**config.mk**
```make
export PLATFORM = sky130hd
export DESIGN_NAME = pc_branch_unit
export DESIGN_NICKNAME = d
export VERILOG_FILES = /design/src/rtl/pc_branch_unit_pkg.sv /design/src/rtl/pc_branch_unit_branch_cond.sv /design/src/rtl/pc_branch_unit.sv
export SDC_FILE = /design/constraint.sdc
export NUM_CORES = 1
export LEC_CHECK = 0
export ABC_AREA = 1
export ABC_CLOCK_PERIOD_IN_PS = 5700
export CAP_MARGIN = 20
export CORE_UTILIZATION = 48
export CTS_BUF_LIST = sky130_fd_sc_hd__clkbuf_4 sky130_fd_sc_hd__clkbuf_8
export CTS_CLUSTER_DIAMETER = 30
export DETAILED_ROUTE_END_ITERATION = 7
export PLACE_DENSITY_LB_ADDON = 0.05
export SYNTH_ARGS = -nofsm -noshare
export SYNTH_HDL_FRONTEND = slang
export SYNTH_SLANG_ARGS = --single-unit
```
**constraint.sdc**
```tcl
create_clock -name clock -period 5.7 [get_ports clock]
set_input_delay 1.14 -clock clock [delete_from_list [all_inputs] [get_ports clock]]
set_output_delay 1.14 -clock clock [all_outputs]
set_load 0.02 [all_outputs]
```
**src/rtl/pc_branch_unit_pkg.sv**
```systemverilog
// pc_branch_unit_pkg: state, condition-code and flag-bit encodings shared by the PC/branch unit
package pc_branch_unit_pkg;
  localparam logic [1:0] ST_RUN     = 2'b00;
  localparam logic [1:0] ST_PAUSED  = 2'b01;
  localparam logic [1:0] ST_HALTED  = 2'b10;
  localparam logic [1:0] ST_ILLEGAL = 2'b11;
  localparam logic [2:0] COND_JMP = 3'b000;
  localparam logic [2:0] COND_EQ  = 3'b001;
  localparam logic [2:0] COND_NE  = 3'b010;
  localparam logic [2:0] COND_GT  = 3'b011;
  localparam logic [2:0] COND_GE  = 3'b100;
  localparam logic [2:0] COND_LT  = 3'b101;
  localparam logic [2:0] COND_LE  = 3'b110;
  localparam logic [2:0] COND_NEV = 3'b111;
  localparam int C_BIT = 0;
  localparam int Z_BIT = 1;
  localparam int N_BIT = 2;
  localparam int O_BIT = 3;
endpackage

```
**src/rtl/pc_branch_unit_branch_cond.sv**
```systemverilog
// branch_cond: decodes cond against flag_reg {O,N,Z,C} into cond_true (purely combinational)
module branch_cond
  import pc_branch_unit_pkg::*;
(
  input  logic [2:0] cond,
  input  logic [3:0] flag_reg,
  output logic       cond_true
);
  logic z, lt, unused_c;
  always_comb begin
    unused_c  = flag_reg[C_BIT];
    z         = flag_reg[Z_BIT];
    lt        = flag_reg[N_BIT] ^ flag_reg[O_BIT];
    cond_true = cond == COND_JMP ? 1'b1 :
                cond == COND_EQ  ? z :
                cond == COND_NE  ? ~z :
                cond == COND_GT  ? ~z & ~lt :
                cond == COND_GE  ? ~lt :
                cond == COND_LT  ? lt :
                cond == COND_LE  ? z | lt : 1'b0;
  end
endmodule

```
**src/rtl/pc_branch_unit.sv**
```systemverilog
// pc_branch_unit: run/pause/halt FSM with PC increment/branch; in clock,reset,run,step,halt,c_pc,c_br,cond,offset,flag_reg; out pc,taken,state
module pc_branch_unit
  import pc_branch_unit_pkg::*;
#(
  parameter int PC_W = 6
) (
  input  logic            clock,
  input  logic            reset,
  input  logic            run,
  input  logic            step,
  input  logic            halt,
  input  logic            c_pc,
  input  logic            c_br,
  input  logic [2:0]      cond,
  input  logic [PC_W-1:0] offset,
  input  logic [3:0]      flag_reg,
  output logic [PC_W-1:0] pc,
  output logic            taken,
  output logic [1:0]      state
);
  logic [1:0] state_q, state_d;
  logic [PC_W-1:0] pc_q, pc_d;
  logic taken_q, taken_d, cond_true, adv;
  branch_cond u_cond (
    .cond     (cond),
    .flag_reg (flag_reg),
    .cond_true(cond_true)
  );
  always_comb begin
    adv     = c_pc & ~halt & ((state_q == ST_RUN & run) | (state_q == ST_PAUSED & step));
    taken_d = adv & c_br & cond_true;
    pc_d    = adv ? pc_q + PC_W'(1) + (taken_d ? offset : '0) : pc_q;
    state_d = state_q == ST_HALTED  ? ST_HALTED :
              state_q == ST_ILLEGAL ? ST_PAUSED :
              halt ? ST_HALTED : run ? ST_RUN : ST_PAUSED;
  end
  always_ff @(posedge clock) begin
    if (reset) begin
      state_q <= ST_PAUSED;
      pc_q    <= '0;
      taken_q <= 1'b0;
    end else begin
      state_q <= state_d;
      pc_q    <= pc_d;
      taken_q <= taken_d;
    end
  end
  assign pc    = pc_q;
  assign taken = taken_q;
  assign state = state_q;
endmodule

```
==> results of run 1 <==
-- kinds of logic after synthesis --
family                   count (synthesis)  synth area share, %
flip-flops                               9                 24.4
AO/OA/AOI/OAI                           15                 10.7
buffers and inverters                   27                 15.1
multiplexers                             1                 2.03
XOR/XNOR                                 3                 3.56
adder cells (fa/ha/maj)                  6                 11.2
AND/OR/NAND/NOR                         47                 33.1
-- how the worst min path moves through the flow --
| stage | from | end | slack (ns) |
|---|---|---|---|
| after CTS | pc[5]$_SDFFE_PP0N_ | pc[5]$_SDFFE_PP0N_ | 0.56 |
| after global placement | pc[5]$_SDFFE_PP0N_ | pc[5]$_SDFFE_PP0N_ | 0.52 |
| after floorplan | pc[5]$_SDFFE_PP0N_ | pc[5]$_SDFFE_PP0N_ | 0.59 |
| after global routing | pc[5]$_SDFFE_PP0N_ | pc[5]$_SDFFE_PP0N_ | 0.59 |
| final | pc[5]$_SDFFE_PP0N_ | pc[5]$_SDFFE_PP0N_ | 0.55 |
| after detailed placement | pc[5]$_SDFFE_PP0N_ | pc[5]$_SDFFE_PP0N_ | 0.55 |
-- Yosys cell counts --
cell type	n
inv_1	23
nand3_4	1
xnor2_1	2
fa_1	1
nand4_1	3
a31oi_1	1
xor2_1	1
a21oi_1	7
inv_2	2
nand3_1	4
nand2_1	21
ha_1	5
nand2_2	1
o21ai_0	6
nor2_1	11
inv_4	1
nor2_4	1
dfxtp_1	9
o21bai_1	1
buf_6	1
nand3_2	5
mux2_4	1
-- layout by cell type (no fill, tap or decap) --
cell type and instances:
fa_1 1, ha_1 5, dfxtp_1 9, a31oi_1 1, nand2_1 21, nor2_1 11, nand3_2 5, xnor2_1 2
nor2_4 1, clkdlybuf4s50_1 27, nand2_2 1, o21bai_1 1, mux2_4 1, a21oi_1 7, nand3_1 4, inv_2 2
clkbuf_4 4, o21ai_0 6, nand4_1 3, nand3_4 1, inv_4 1, inv_1 23, xor2_1 1
-- per-stage QoR --
stage                     instances  area (µm²)  worst slack [ns]  util, %  total power, W
after floorplan                 108         738              2.79        -        0.000100
after global placement          149        1020              2.16     74.4        0.000124
after detailed placement        149        1020              2.11     74.4        0.000125
after CTS                       153        1050              2.38     76.6        0.000182
after global routing            153        1050              2.19     76.6        0.000190
final                           153        1050              2.37     76.6        0.000180
-- cell type report --
type / count / area, µm² / share of cell area (%)
sequential: 9 / 180 / 17.2
multi-input combinational: 72 / 447 / 42.7
tap: 15 / 18.8 / 1.79
clock buffer: 4 / 30.0 / 2.87
timing repair buffer: 27 / 270 / 25.8
inverter: 26 / 100 / 9.57
-- power groups by stage --
stage / Clock (W) / Sequential (W) / Combinational, W
after floorplan: 0 / 0.0000754 / 0.0000247
after global placement: 0 / 0.0000710 / 0.0000527
after detailed placement: 0 / 0.0000711 / 0.0000538
after CTS: 0.0000576 / 0.0000697 / 0.0000542
after global routing: 0.0000603 / 0.0000702 / 0.0000595
final: 0.0000560 / 0.0000697 / 0.0000540
-- critical path, delay by kind of cell --
| kind | cells | cell delay [ns] |
|---|---|---|
| adders and majority gates | 2 | 0.61 |
| buffers and inverters | 3 | 0.62 |
| and+or+nand+nor | 6 | 0.48 |
| AOI/OAI and AO/OA | 3 | 0.48 |
| xor gates and xnor gates | 1 | 0.14 |
-- per-layer routing --
metal / GRT usage [%] / vias up / part of all wire (%)
met5: 0 / - / 0
met4: 3.23 / 0 / 0
met3: 6.52 / 0 / 5.4
met2: 36.7 / 17 / 48
met1: 26.5 / 327 / 47
li1: - / 400 / -
==> flow_summary_export.csv, run 1 <==
group,metric,value,unit
synth,ys_seq_area_share,24.4,%
synth,netlist.area_leader.share,24.4,%
grt,track_usage,21.4,%
sta,fin_crit_sh,58.5,%
die,die_h,41.2,µm
run_status,status,"finished clean",
grt,grt_pass1_wl,2.39,mm
setup_path,crit_path_end,"pc[4]$_SDFFE_PP0N_",
clocking,root_buffer,"clkbuf_4",
die,num_rows,13,
clocking,post-cts-setup-buffer-count,0,
place,gp_congestion,0.806,
hold_path,hold_path_depth,4,
setup_path,start_kind,"input port",
die,io_pins,29,
sta,period_needed,3.33,ns
layout,nets,165,
setup_path,criticalPathCategory,"in2reg",
pwr,p_switching,0.0000534,W
grt,grt_pass1_vias,613,
pwr,p_int,0.000126,W
sta,rsz0062_at_grt,"no",
setup_path,reg2reg_depth,11,
synth,ys_types,22,
synth,synth-seq-cells,9,
drt,drcViolationCount,0,
sta,tns,0,ns
setup_path,rr_startpoint,"state[1]$_SDFF_PP0_",
die,die_area,1700,µm²
sta,skew,0.00226,ns
sta,max_slew_margin,83.4,%
synth,yosysWarnings,0,
clocking,clk_latency,0.26,ns
synth,syn_inst,108,
pwr,clock_power_share,31.2,%
job,drv_cap,0,
synth,syn-num-nets,134,
place,port_buffers,27,
die,core,1370,µm²
grt,grt_max_degree,14,
die,start_util,54.0,%
sta,timing.fmax,300,MHz
setup_path,ff2ff_setup_slack,3.42,ns
setup_path,crit_path_cell_trace,"clkdlybuf4s50_1 > inv_1 > nand2_1 > nand2_1 > nand3_2 > nand2_2 > nor2_4 > nand3_1 > ha_1 > fa_1 > o21ai_0 > a21oi_1 > xnor2_1 > o21ai_0 > inv_1",
clocking,cts_buffers,3,
setup_path,crit_path_end_kind,"register",
pwr,combPwrFrac,30.1,%
hold_path,hold_path_class,"reg2reg",
synth,netlist_area,738,µm²
clocking,clock_sinks,9,
synth,yosysTopAreaCell,"dfxtp_1",
clocking,cts_hold_buf,0,
pwr,p_leak,0.533,nW
clocking,cts_tree,"done",
layout,drive_gt1_share,11.6,%
setup_path,slowest_stage,"clkdlybuf4s50_1",
pwr,vdd_ir_drop_max,128,µV
sta,hold_viol_final,0,
drt,wire_per_inst,10.0,µm
setup_path,reg2reg_to,"pc[4]$_SDFFE_PP0N_",
clocking,cts_resized,0,
pwr,switching_share,29.7,%
synth,syn_area_per_cell,6.84,µm²
setup_path,critPathMaxStageDelay,0.52,ns
drt,routed_wirelength,1.54,mm
pwr,pwr-share-seq,38.8,%
grt,grt_antenna_before_repair,0,
sta,worst_pin_slew,0.247,ns
clocking,path_clk_slew,0.06,ns
sta,drv_slew,0,
setup_path,cp.required,5.86,ns
clocking,max-clock-path-buffers,2,
setup_path,crit_arrival,3.49,ns
grt,grt_overflow_total,0,
layout,antenna_cells,0,
drt,ant_nets,0,
die,die_w,41.2,µm
drt,vias_per_cell,4.86,
setup_path,crit_fanout,4,
synth,synthTopCellsByArea,"dfxtp_1 24%, inv_1 12%, nand2_1 11%, ha_1 8.5%, nand3_2 6.8%",
clocking,cts_max_level,1,
drt,drtIter0Drc,14,
pwr,powerDensity,172,nW/µm²
place,dp_hpwl,1.22,mm
sta,whs,0.550,ns
layout,nFillCells,115,
setup_path,crit_path_start,"cond[1]",
layout,syn_to_final_growth,41.7,%
drt,vias,744,
drt,first_pass_iters,4,
sta,setup_violations,0,
No activity file was read; power rests on OpenSTA's default activity.
==> run 2: changes to the inputs <==
--- a/config.mk
+++ b/config.mk
@@ -6,9 +6,9 @@
 export NUM_CORES = 1
 export LEC_CHECK = 0
 export ABC_AREA = 1
-export ABC_CLOCK_PERIOD_IN_PS = 5700
+export ABC_CLOCK_PERIOD_IN_PS = 3300
 export CAP_MARGIN = 20
-export CORE_UTILIZATION = 48
+export CORE_UTILIZATION = 44
 export CTS_BUF_LIST = sky130_fd_sc_hd__clkbuf_4 sky130_fd_sc_hd__clkbuf_8
 export CTS_CLUSTER_DIAMETER = 30
 export DETAILED_ROUTE_END_ITERATION = 7
==> constraint.sdc (replaced) <==
create_clock -name clock -period 3.3 [get_ports clock]
set_input_delay 0.66 -clock clock [delete_from_list [all_inputs] [get_ports clock]]
set_output_delay 0.66 -clock clock [all_outputs]
set_load 0.02 [all_outputs]
==> run 2 against run 1 <==
Highest routed layer is now met4. Core utilization is 8.6 points lower. Setup slack worse by 1.9 ns. Flip-flop and latch count did not move. Die area increased by 8.6%.
==> flow_summary_export.csv, run 2 (synthesized netlist as in run 1, its figures left out) <==
group,metric,value,unit
run_status,status,"finished clean",
drt,vias,771,
place,postPlaceCellArea,1020,µm²
setup_path,crit_fanout,4,
sta,setup_violations,0,
drt,drtIter0Drc,25,
grt,grt_pass1_wl,2.67,mm
pwr,vdd_ir_drop_max,286,µV
setup_path,crit_path_end_kind,"register",
sta,skew,0.00268,ns
hold_path,hold_path_class,"reg2reg",
die,num_rows,14,
clocking,max-clock-path-buffers,2,
sta,hold_viol_final,0,
clocking,cts_resized,0,
drt,drcViolationCount,0,
layout,antenna_cells,0,
layout,final_common_cell,"clkdlybuf4s50_1",
clocking,cts_hold_buf,0,
sta,tns,0,ns
setup_path,start_kind,"input port",
sta,worst_pin_slew,0.254,ns
layout,layout_common_cells,"27 x clkdlybuf4s50_1, 23 x inv_1, 21 x nand2_1",
layout,final_cells,154,
place,dp_hpwl,1.22,mm
setup_path,cp.required,3.46,ns
die,die_w,43.0,µm
die,core,1540,µm²
pwr,p_leak,0.533,nW
die,die_area,1850,µm²
drt,wire_per_inst,10.5,µm
clocking,cts_max_level,1,
drt,ant_nets,0,
setup_path,crit_arrival,3.00,ns
grt,grt_overflow_total,0,
layout,drive_gt1_share,11.6,%
drt,routed_wirelength,1.62,mm
job,drv_cap,0,
layout,nFillCells,141,
clocking,cts_buffers,3,
layout,syn_to_final_growth,41.9,%
clocking,path_clk_slew,0.06,ns
sta,max_slew_margin,83.0,%
sta,drv_slew,0,
pwr,powerDensity,298,nW/µm²
die,start_util,47.9,%
place,place_inst,150,
sta,fin_crit_sh,85.8,%
die,io_pins,29,
sta,rsz0062_at_grt,"no",
layout,postLayoutCellArea,1050,µm²
layout,nets,165,
grt,track_usage,19.4,%
drt,vias_per_cell,5.01,
clocking,post-cts-setup-buffer-count,0,
drt,first_pass_iters,4,
clocking,cts_tree,"done",
grt,grt_max_degree,14,
clocking,clock_sinks,9,
sta,period_needed,2.83,ns
clocking,root_buffer,"clkbuf_4",
place,gp_congestion,0.804,
grt,grt_antenna_before_repair,0,
setup_path,criticalPathCategory,"in2reg",
sta,timing.fmax,353,MHz
clocking,clk_latency,0.27,ns
die,die_h,43.0,µm
place,port_buffers,27,
grt,grt_pass1_vias,666,
## run 2: cell counts in the layout (fill, tap and decap cells not counted)
Identical to the previous run, type by type.
## run 2: through the flow
| stage | utilization (%) | setup slack [ns] | hold slack (ns) | total power, W |
|---|---|---|---|---|
| detailed placement | 66.0 | 0.195 | 0.538 | 0.000216 |
| global route | 67.9 | 0.261 | 0.616 | 0.000328 |
| finish | 67.9 | 0.468 | 0.538 | 0.000312 |
| CTS | 67.9 | 0.470 | 0.552 | 0.000315 |
| global placement | 66.0 | 0.216 | 0.515 | 0.000214 |
| floorplan | - | 0.871 | 0.594 | 0.000173 |
## run 2: path summary, 6_finish.rpt
path,start,end,slack (ns),cells past startpoint
worst max-delay path,cond[1],pc[4]$_SDFFE_PP0N_,0.47,15
worst min-delay path,pc[5]$_SDFFE_PP0N_,pc[5]$_SDFFE_PP0N_,0.54,4
worst max register to register,state[1]$_SDFF_PP0_,pc[4]$_SDFFE_PP0N_,1.02,11
worst min register to register,pc[5]$_SDFFE_PP0N_,pc[5]$_SDFFE_PP0N_,0.54,4
## run 2: metal layers
layer,part of all wire (%),routed length (µm),global-route usage [%]
met1,43,695,22.0
met4,3.2,52,11.5
met5,0,0,0
met3,8.2,133,5.96
met2,46,737,31.5
## run 2: layout make-up
cell class | instances | area [µm²] | area share [%]
Sequential cell | 9 | 180 | 17.2
Tap cell | 16 | 20.0 | 1.91
Timing Repair Buffer | 27 | 270 | 25.8
Clock buffer | 4 | 30.0 | 2.87
Inverter | 26 | 100 | 9.56
Multi-Input combinational cell | 72 | 447 | 42.7
## run 2: worst max-delay path, cell delays in order
cell	delay, ns
clkdlybuf4s50_1	0.52
inv_1	0.05
nand2_1	0.07
nand2_1	0.06
nand3_2	0.08
nand2_2	0.06
nor2_4	0.13
nand3_1	0.09
ha_1	0.22
fa_1	0.40
o21ai_0	0.22
a21oi_1	0.11
xnor2_1	0.13
o21ai_0	0.14
inv_1	0.06
## run 2: where the power goes
part | total [W] | internal, W | switching [W]
Combinational | 0.0000937 | 0.0000482 | 0.0000456
Sequential | 0.000120 | 0.000115 | 0.00000525
Clock | 0.0000979 | 0.0000551 | 0.0000429
==> run 3: changes to the inputs <==
--- a/config.mk
+++ b/config.mk
@@ -7,7 +7,7 @@
 export LEC_CHECK = 0
 export ABC_AREA = 1
 export ABC_CLOCK_PERIOD_IN_PS = 3300
-export CAP_MARGIN = 20
+export CAP_MARGIN = 15
 export CORE_UTILIZATION = 44
 export CTS_BUF_LIST = sky130_fd_sc_hd__clkbuf_4 sky130_fd_sc_hd__clkbuf_8
 export CTS_CLUSTER_DIAMETER = 30
==> results of run 3 <==
Same layout as run 2: the final DEF is identical, and so are final timing and power.
